$ cat src/rtl/piece_fall_ctrl_if.sv
// Handshake and pixel-output bundle between the piece controller and its neighbours.
// The slave modport is the controller; the master modport drives commands and reads coordinates.
interface piece_fall_ctrl_if;
    logic        frame_start;
    logic        spawn;
    logic [2:0]  spawn_type;
    logic        cmd_valid;
    logic [1:0]  cmd;
    logic        cmd_ready;
    logic        landed;
    logic [31:0] b1x, b1y, b2x, b2y, b3x, b3y, b4x, b4y;
    logic [31:0] block_color;

    modport slave (
        input  frame_start, spawn, spawn_type, cmd_valid, cmd,
        output cmd_ready, landed, b1x, b1y, b2x, b2y, b3x, b3y, b4x, b4y, block_color
    );

    modport master (
        output frame_start, spawn, spawn_type, cmd_valid, cmd,
        input  cmd_ready, landed, b1x, b1y, b2x, b2y, b3x, b3y, b4x, b4y, block_color
    );
endinterface

$ cat src/rtl/piece_fall_ctrl.sv
// Falling-tetromino controller: anchor + shape table, frame gravity, wall/floor clamp, frame-synced outputs.
// Define HARD_DROP_EN to make cmd 11 drop the piece straight to the floor.
//   state     | meaning
//   ST_IDLE   | no piece, outputs parked, waiting for spawn
//   ST_SPAWN  | place new piece at col 3 / row 0
//   ST_FALL   | accepting moves, gravity running
//   ST_LANDED | piece on floor, outputs frozen, waiting for spawn
module piece_fall_ctrl #(
    parameter int CELL           = 20,
    parameter int FIELD_X0       = 220,
    parameter int FIELD_Y0       = 40,
    parameter int COLS           = 10,
    parameter int ROWS           = 20,
    parameter int GRAVITY_FRAMES = 30,
    parameter int PARK_X         = 700
) (
    input logic              clock,
    input logic              reset,
    piece_fall_ctrl_if.slave bus
);
    localparam int CW = $clog2(COLS + 1);
    localparam int RW = $clog2(ROWS + 1);
    localparam int GW = (GRAVITY_FRAMES > 1) ? $clog2(GRAVITY_FRAMES) : 1;

    typedef enum logic [1:0] {
        ST_IDLE   = 2'd0,
        ST_SPAWN  = 2'd1,
        ST_FALL   = 2'd2,
        ST_LANDED = 2'd3
    } state_t;

    state_t        state_q, state_d;
    logic [2:0]    type_q, type_d;
    logic [CW-1:0] col_q, col_d;
    logic [RW-1:0] row_q, row_d;
    logic [GW-1:0] grav_q, grav_d;
    logic          landed_q, landed_d;
    logic          cmd_ready_c;

    logic [9:0]    bx_q [4];
    logic [9:0]    by_q [4];
    logic [23:0]   color_q;

    logic [7:0]    shp_dx;
    logic [3:0]    shp_dy;
    int            shp_w, shp_h;
    logic [23:0]   shp_color;
    logic [9:0]    sh_x [4];
    logic [9:0]    sh_y [4];

    logic          grav_fire, cmd_acc, do_down;

    // Offsets packed block4..block1: dx two bits each, dy one bit each.
    always_comb begin
        shp_dx    = 8'b11_10_01_00;
        shp_dy    = 4'b0000;
        shp_w     = 4;
        shp_h     = 1;
        shp_color = 24'h00FFFF;
        case (type_q)
            3'd1: begin shp_dx = 8'b01_00_01_00; shp_dy = 4'b1100; shp_w = 2; shp_h = 2; shp_color = 24'hFFFF00; end
            3'd2: begin shp_dx = 8'b01_10_01_00; shp_dy = 4'b1000; shp_w = 3; shp_h = 2; shp_color = 24'h800080; end
            3'd3: begin shp_dx = 8'b01_00_10_01; shp_dy = 4'b1100; shp_w = 3; shp_h = 2; shp_color = 24'h00FF00; end
            3'd4: begin shp_dx = 8'b10_01_01_00; shp_dy = 4'b1100; shp_w = 3; shp_h = 2; shp_color = 24'hFF0000; end
            3'd5: begin shp_dx = 8'b10_01_00_00; shp_dy = 4'b1110; shp_w = 3; shp_h = 2; shp_color = 24'h0000FF; end
            3'd6: begin shp_dx = 8'b10_01_00_10; shp_dy = 4'b1110; shp_w = 3; shp_h = 2; shp_color = 24'hFFA500; end
            default: ;
        endcase
    end

    always_comb begin
        for (int i = 0; i < 4; i++) begin
            sh_x[i] = 10'(FIELD_X0 + CELL * (int'(col_q) + int'(shp_dx[2*i +: 2])));
            sh_y[i] = 10'(FIELD_Y0 + CELL * (int'(row_q) + int'(shp_dy[i])));
        end
    end

    assign grav_fire = (state_q == ST_FALL) && bus.frame_start && (grav_q == '0);
    assign cmd_acc   = (state_q == ST_FALL) && !grav_fire && bus.cmd_valid;
    assign do_down   = grav_fire || (cmd_acc && (bus.cmd == 2'b10));

    always_comb begin
        state_d     = state_q;
        type_d      = type_q;
        col_d       = col_q;
        row_d       = row_q;
        grav_d      = grav_q;
        landed_d    = 1'b0;
        cmd_ready_c = 1'b0;
        case (state_q)
            ST_IDLE, ST_LANDED: begin
                // Type is captured alongside the spawn pulse so the source need not hold it.
                if (bus.spawn) begin
                    state_d = ST_SPAWN;
                    type_d  = (bus.spawn_type == 3'd7) ? 3'd0 : bus.spawn_type;
                end
            end
            ST_SPAWN: begin
                col_d   = CW'(3);
                row_d   = '0;
                grav_d  = GW'(GRAVITY_FRAMES - 1);
                state_d = ST_FALL;
            end
            ST_FALL: begin
                cmd_ready_c = !grav_fire;
                if (bus.frame_start) begin
                    grav_d = grav_fire ? GW'(GRAVITY_FRAMES - 1) : grav_q - 1'b1;
                end
                if (do_down) begin
                    if (int'(row_q) + shp_h < ROWS) begin
                        row_d = row_q + 1'b1;
                    end else begin
                        landed_d = 1'b1;
                        state_d  = ST_LANDED;
                    end
                end else if (cmd_acc) begin
                    case (bus.cmd)
                        2'b00: if (col_q != '0) col_d = col_q - 1'b1;
                        2'b01: if (int'(col_q) + shp_w < COLS) col_d = col_q + 1'b1;
                        2'b11: begin
`ifdef HARD_DROP_EN
                            row_d    = RW'(ROWS - shp_h);
                            landed_d = 1'b1;
                            state_d  = ST_LANDED;
`endif
                        end
                        default: ;
                    endcase
                end
            end
            default: state_d = ST_IDLE;
        endcase
    end

    always_ff @(posedge clock) begin
        if (reset) begin
            state_q  <= ST_IDLE;
            type_q   <= '0;
            col_q    <= '0;
            row_q    <= '0;
            grav_q   <= GW'(GRAVITY_FRAMES - 1);
            landed_q <= 1'b0;
        end else begin
            state_q  <= state_d;
            type_q   <= type_d;
            col_q    <= col_d;
            row_q    <= row_d;
            grav_q   <= grav_d;
            landed_q <= landed_d;
        end
    end

    // Outputs sample the pre-edge shadow, so same-edge updates show up one frame later.
    always_ff @(posedge clock) begin
        if (reset) begin
            for (int i = 0; i < 4; i++) begin
                bx_q[i] <= 10'(PARK_X);
                by_q[i] <= '0;
            end
            color_q <= '0;
        end else if (bus.frame_start && (state_q == ST_FALL || state_q == ST_LANDED)) begin
            for (int i = 0; i < 4; i++) begin
                bx_q[i] <= sh_x[i];
                by_q[i] <= sh_y[i];
            end
            color_q <= shp_color;
        end
    end

    assign bus.cmd_ready   = cmd_ready_c;
    assign bus.landed      = landed_q;
    assign bus.b1x         = {22'd0, bx_q[0]};
    assign bus.b1y         = {22'd0, by_q[0]};
    assign bus.b2x         = {22'd0, bx_q[1]};
    assign bus.b2y         = {22'd0, by_q[1]};
    assign bus.b3x         = {22'd0, bx_q[2]};
    assign bus.b3y         = {22'd0, by_q[2]};
    assign bus.b4x         = {22'd0, bx_q[3]};
    assign bus.b4y         = {22'd0, by_q[3]};
    assign bus.block_color = {8'd0, color_q};
endmodule
$ cat src/flat_wrapper.sv
// flat-port wrapper written by rule: the top's interface ports become plain ports
module piece_fall_ctrl_flat 
#(
    parameter int CELL           = 20,
    parameter int FIELD_X0       = 220,
    parameter int FIELD_Y0       = 40,
    parameter int COLS           = 10,
    parameter int ROWS           = 20,
    parameter int GRAVITY_FRAMES = 30,
    parameter int PARK_X         = 700
)
  (clock, reset, bus_frame_start, bus_spawn, bus_spawn_type, bus_cmd_valid, bus_cmd, bus_cmd_ready, bus_landed, bus_b1x, bus_b1y, bus_b2x, bus_b2y, bus_b3x, bus_b3y, bus_b4x, bus_b4y, bus_block_color);
  piece_fall_ctrl_if bus_i ();
  input logic clock;
  input logic reset;
  input wire logic [$bits(bus_i.frame_start)-1:0] bus_frame_start;
  input wire logic [$bits(bus_i.spawn)-1:0] bus_spawn;
  input wire logic [$bits(bus_i.spawn_type)-1:0] bus_spawn_type;
  input wire logic [$bits(bus_i.cmd_valid)-1:0] bus_cmd_valid;
  input wire logic [$bits(bus_i.cmd)-1:0] bus_cmd;
  output wire logic [$bits(bus_i.cmd_ready)-1:0] bus_cmd_ready;
  output wire logic [$bits(bus_i.landed)-1:0] bus_landed;
  output wire logic [$bits(bus_i.b1x)-1:0] bus_b1x;
  output wire logic [$bits(bus_i.b1y)-1:0] bus_b1y;
  output wire logic [$bits(bus_i.b2x)-1:0] bus_b2x;
  output wire logic [$bits(bus_i.b2y)-1:0] bus_b2y;
  output wire logic [$bits(bus_i.b3x)-1:0] bus_b3x;
  output wire logic [$bits(bus_i.b3y)-1:0] bus_b3y;
  output wire logic [$bits(bus_i.b4x)-1:0] bus_b4x;
  output wire logic [$bits(bus_i.b4y)-1:0] bus_b4y;
  output wire logic [$bits(bus_i.block_color)-1:0] bus_block_color;
  assign bus_i.frame_start = bus_frame_start;
  assign bus_i.spawn = bus_spawn;
  assign bus_i.spawn_type = bus_spawn_type;
  assign bus_i.cmd_valid = bus_cmd_valid;
  assign bus_i.cmd = bus_cmd;
  assign bus_cmd_ready = bus_i.cmd_ready;
  assign bus_landed = bus_i.landed;
  assign bus_b1x = bus_i.b1x;
  assign bus_b1y = bus_i.b1y;
  assign bus_b2x = bus_i.b2x;
  assign bus_b2y = bus_i.b2y;
  assign bus_b3x = bus_i.b3x;
  assign bus_b3y = bus_i.b3y;
  assign bus_b4x = bus_i.b4x;
  assign bus_b4y = bus_i.b4y;
  assign bus_block_color = bus_i.block_color;
  piece_fall_ctrl #(.CELL(CELL), .FIELD_X0(FIELD_X0), .FIELD_Y0(FIELD_Y0), .COLS(COLS), .ROWS(ROWS), .GRAVITY_FRAMES(GRAVITY_FRAMES), .PARK_X(PARK_X)) u_core (.clock(clock), .reset(reset), .bus(bus_i));
endmodule
$ cat config.mk
export PLATFORM = sky130hd
export DESIGN_NAME = piece_fall_ctrl_flat
export DESIGN_NICKNAME = d
export VERILOG_FILES = /design/src/rtl/piece_fall_ctrl_if.sv /design/src/rtl/piece_fall_ctrl.sv /design/src/flat_wrapper.sv
export SDC_FILE = /design/constraint.sdc
export NUM_CORES = 1
export LEC_CHECK = 0
export ABC_AREA = 1
export BUFFER_PORTS_ARGS = -buffer_cell sky130_fd_sc_hd__buf_2
export CAP_MARGIN = 10
export CELL_PAD_IN_SITES_DETAIL_PLACEMENT = 0
export CELL_PAD_IN_SITES_GLOBAL_PLACEMENT = 1
export CORE_AREA = 2 2 159 161
export CTS_BUF_LIST = sky130_fd_sc_hd__clkbuf_4
export DETAILED_ROUTE_END_ITERATION = 8
export DIE_AREA = 0 0 161 163
export PLACE_DENSITY_LB_ADDON = 0.25
export SETUP_SLACK_MARGIN = 0.2
export SKIP_CTS_REPAIR_TIMING = 1
export SLEW_MARGIN = 10
export SYNTH_ARGS = -nofsm -noshare
export SYNTH_HDL_FRONTEND = slang
export SYNTH_SLANG_ARGS = --single-unit
export TNS_END_PERCENT = 20
$ cat constraint.sdc
create_clock -name clock -period 9.5 [get_ports clock]
set_input_delay 0.95 -clock clock [delete_from_list [all_inputs] [get_ports clock]]
set_output_delay 0.95 -clock clock [all_outputs]
set_load 0.1 [all_outputs]
==> qor.txt <==
max cap viols: 0
clk_lat worst skew: 470 ps
vias in the first global route: 5396
die extent in x: 161 microns
DRT iter0 DRCs: 227
Post-Synth XOR/XNOR Area: 3.532%
RSZ-0062 raised after global routing: no
Netlist cell types: 41
Filler Cells Inserted: 2596
WHS: 478.4 ps
grt ovf: 0
Core Area: 24670 sq um
WP data arrival: 4190 ps
Seq/Total Area, Yosys: 28.97%
Setup crit end kind: register
Setup Crit Path Kind: register to register
Final Setup Violations: 0
H-Tree Depth: 3
final slew viol count: 0
Hold/Removal Path Class: register to register
clk_skew: 26.79 ps
simple-gate share of the synthesized area: 19.78%
Post-synth EDFFs: 64
final hold violations: 0
Mapped Cells: 1050
initial core utilization: 34.17%
global-route wire length before repair: 26470 microns
Via Count: 6025
dpl hpwl: 13060 microns
final net count: 1232
ports placed on the boundary: 300
Async SR Flop Fraction: 0%
Worst EP required: 9750 ps
root buf cell: clkbuf_4
Pwr Total: 2.585 mW
CTS tree: built
area occupied by multi-input gates: 4573 sq um
Peak Freq: 253.8 MHz
area grow syn2layout: 1.039%
die area: 26240 sq um
layout cells sized above 1: 13.66%
Synth Area in Adders: 14.81%
clock tree sinks: 90
DIE HEIGHT: 163 microns
Max Buffers Root-to-Sink: 2
most frequent cells in the layout: conb_1, nand2_1, inv_1
CTS Buf Count: 9
Placement Rows: 58
min cycle time layout: 3940 ps
largest family of logic cells by synthesized area: buffers and inverters
compound-cell area share of the yosys netlist: 7.050%
Post-DRT Antenna Nets: 0
post-DR vias/cell: 4.101
Peak VDD IR: 146.9 uV
GRT Total Usage: 12.61%
synthesized area: 8431 sq um
IO Port Bufs: 99
most common cell after layout, fill and taps aside: conb_1
Mean Syn Cell Area: 8.029 sq um
Synth warnings: 0
total wire length: 16670 microns
WL per Instance: 11.35 microns
crit-path max FO: 8
pin count of the biggest net entering global routing: 45
CP Launch Type: register
initial antenna violation count: 1
Slew HR: 34.14%
mux cell area share after synthesis: 0%
Worst Tran Pin Value: 981.9 ps
drt pass-1 iters: 4
Worst-path clk slew: 160 ps
ratio of final minimum period to clock period: 41.48%
Power Density: 303.5 nW/um^2
drc violations: 0
Final TNS setup: 0 ps
Yosys reg bits: 90
Top FF cell, synth: edfxtp_1
status: finished clean
GP Congestion: 0.7761
leak pwr: 4.343 nW
Storage cell area: 2442 sq um
## synth_stat cells (2+ instances only)
master / number / share of area, %
nor2_1: 87 / 3.9
nand3_1: 61 / 3.6
edfxtp_1: 64 / 23
inv_2: 3 / 0.13
dfxtp_1: 26 / 6.2
nor2_4: 2 / 0.27
a21oi_1: 59 / 3.5
buf_1: 2 / 0.089
ha_1: 79 / 12
nor3_1: 7 / 0.42
nand3_4: 2 / 0.42
clkbuf_1: 6 / 0.27
o21ai_0: 38 / 2.3
or2_2: 6 / 0.45
buf_2: 3 / 0.18
nand2_1: 161 / 7.2
xnor2_1: 13 / 1.4
nand4_1: 12 / 0.89
nand3_2: 5 / 0.59
inv_1: 114 / 5.1
buf_4: 223 / 20
fa_1: 13 / 3.1
xor2_1: 21 / 2.2
o211ai_1: 4 / 0.36
nand3b_1: 4 / 0.36
and2_1: 2 / 0.15
nand2_4: 3 / 0.40
a211oi_1: 3 / 0.27
nor2_2: 3 / 0.22
clkinv_1: 3 / 0.13
nand2_2: 11 / 0.82
## logic make-up after synthesis
group / after synthesis
other: 1
DFF: 90
buffers and inverters: 355
xor gates and xnor gates: 34
adders and majority gates: 92
and+or+nand+nor: 368
AOI/OAI and AO/OA: 110
## state kept, by name, indices dropped and copies added, names as in the netlist
register and count:
u_core.bx_q 32, u_core.row_q 5, u_core.grav_q 5, u_core.color_q 6, u_core.type_q 3, u_core.bus.landed 1
u_core.col_q 4, u_core.by_q 32, u_core.state_q 2
## worst max-delay path: stages, from the launching register on
cell and delay (ps):
dfxtp_1 570, inv_1 140, o21ai_0 420, inv_1 90, ha_1 280, nand2_1 60
inv_1 30, o21ai_0 170, xor2_1 340, inv_1 70, nor2_1 220, nor2_1 80
ha_1 230, fa_1 400, xnor2_1 220, inv_1 80, nor2_1 150, nand2_1 70
nand2_1 50, nor2_1 40
## routing by layer
layer | global-route usage [%] | up-vias | share of wire [%]
met3 | 1.910 | 18 | 6.1
li1 | - | 3148 | -
met4 | 4.667 | 0 | 1.7
met1 | 15.69 | 2659 | 45
met2 | 22.12 | 200 | 48
met5 | 0 | - | 0
## stage by stage
stage / std cells / setup slack, ps / utilization, % / cell area (sq um)
floorplan: 1252 / 6055 / - / 9189
global placement: 1449 / 5596 / 34.03 / 8396
detailed placement: 1449 / 5528 / 34.03 / 8396
CTS: 1465 / 5498 / 34.48 / 8508
global route: 1467 / 5072 / 34.50 / 8513
finish: 1469 / 5560 / 34.52 / 8518
## report_power, final
part           switching (mW)  internal (mW)  leakage, nW
Clock                   0.142         0.0529       0.0574
Sequential             0.0638          0.496        0.801
Combinational            1.41          0.420         3.48
## path summary, 6_finish.rpt
check | start | to | slack, ps | depth (start not counted)
hold / removal | u_core.grav_q[2] | u_core.grav_q[2] | 480 | 2
setup reg to reg | u_core.type_q[0] | u_core.bx_q[0][28] | 5560 | 19
setup / recovery | u_core.type_q[0] | u_core.bx_q[0][28] | 5560 | 19
hold reg to reg | u_core.grav_q[2] | u_core.grav_q[2] | 480 | 2
## area by class of cell
class                   instances  share of cell area [%]
clock inverters                 7                  0.5288
well taps                     330                   4.847
clock buffers                   9                  0.7932
repair buffers                101                   5.993
diodes                          4                  0.1175
multi-input cells             807                   53.69
flip-flops and latches         90                   28.67
inverters                     121                   5.361
Power figures use the tool's default switching activity.
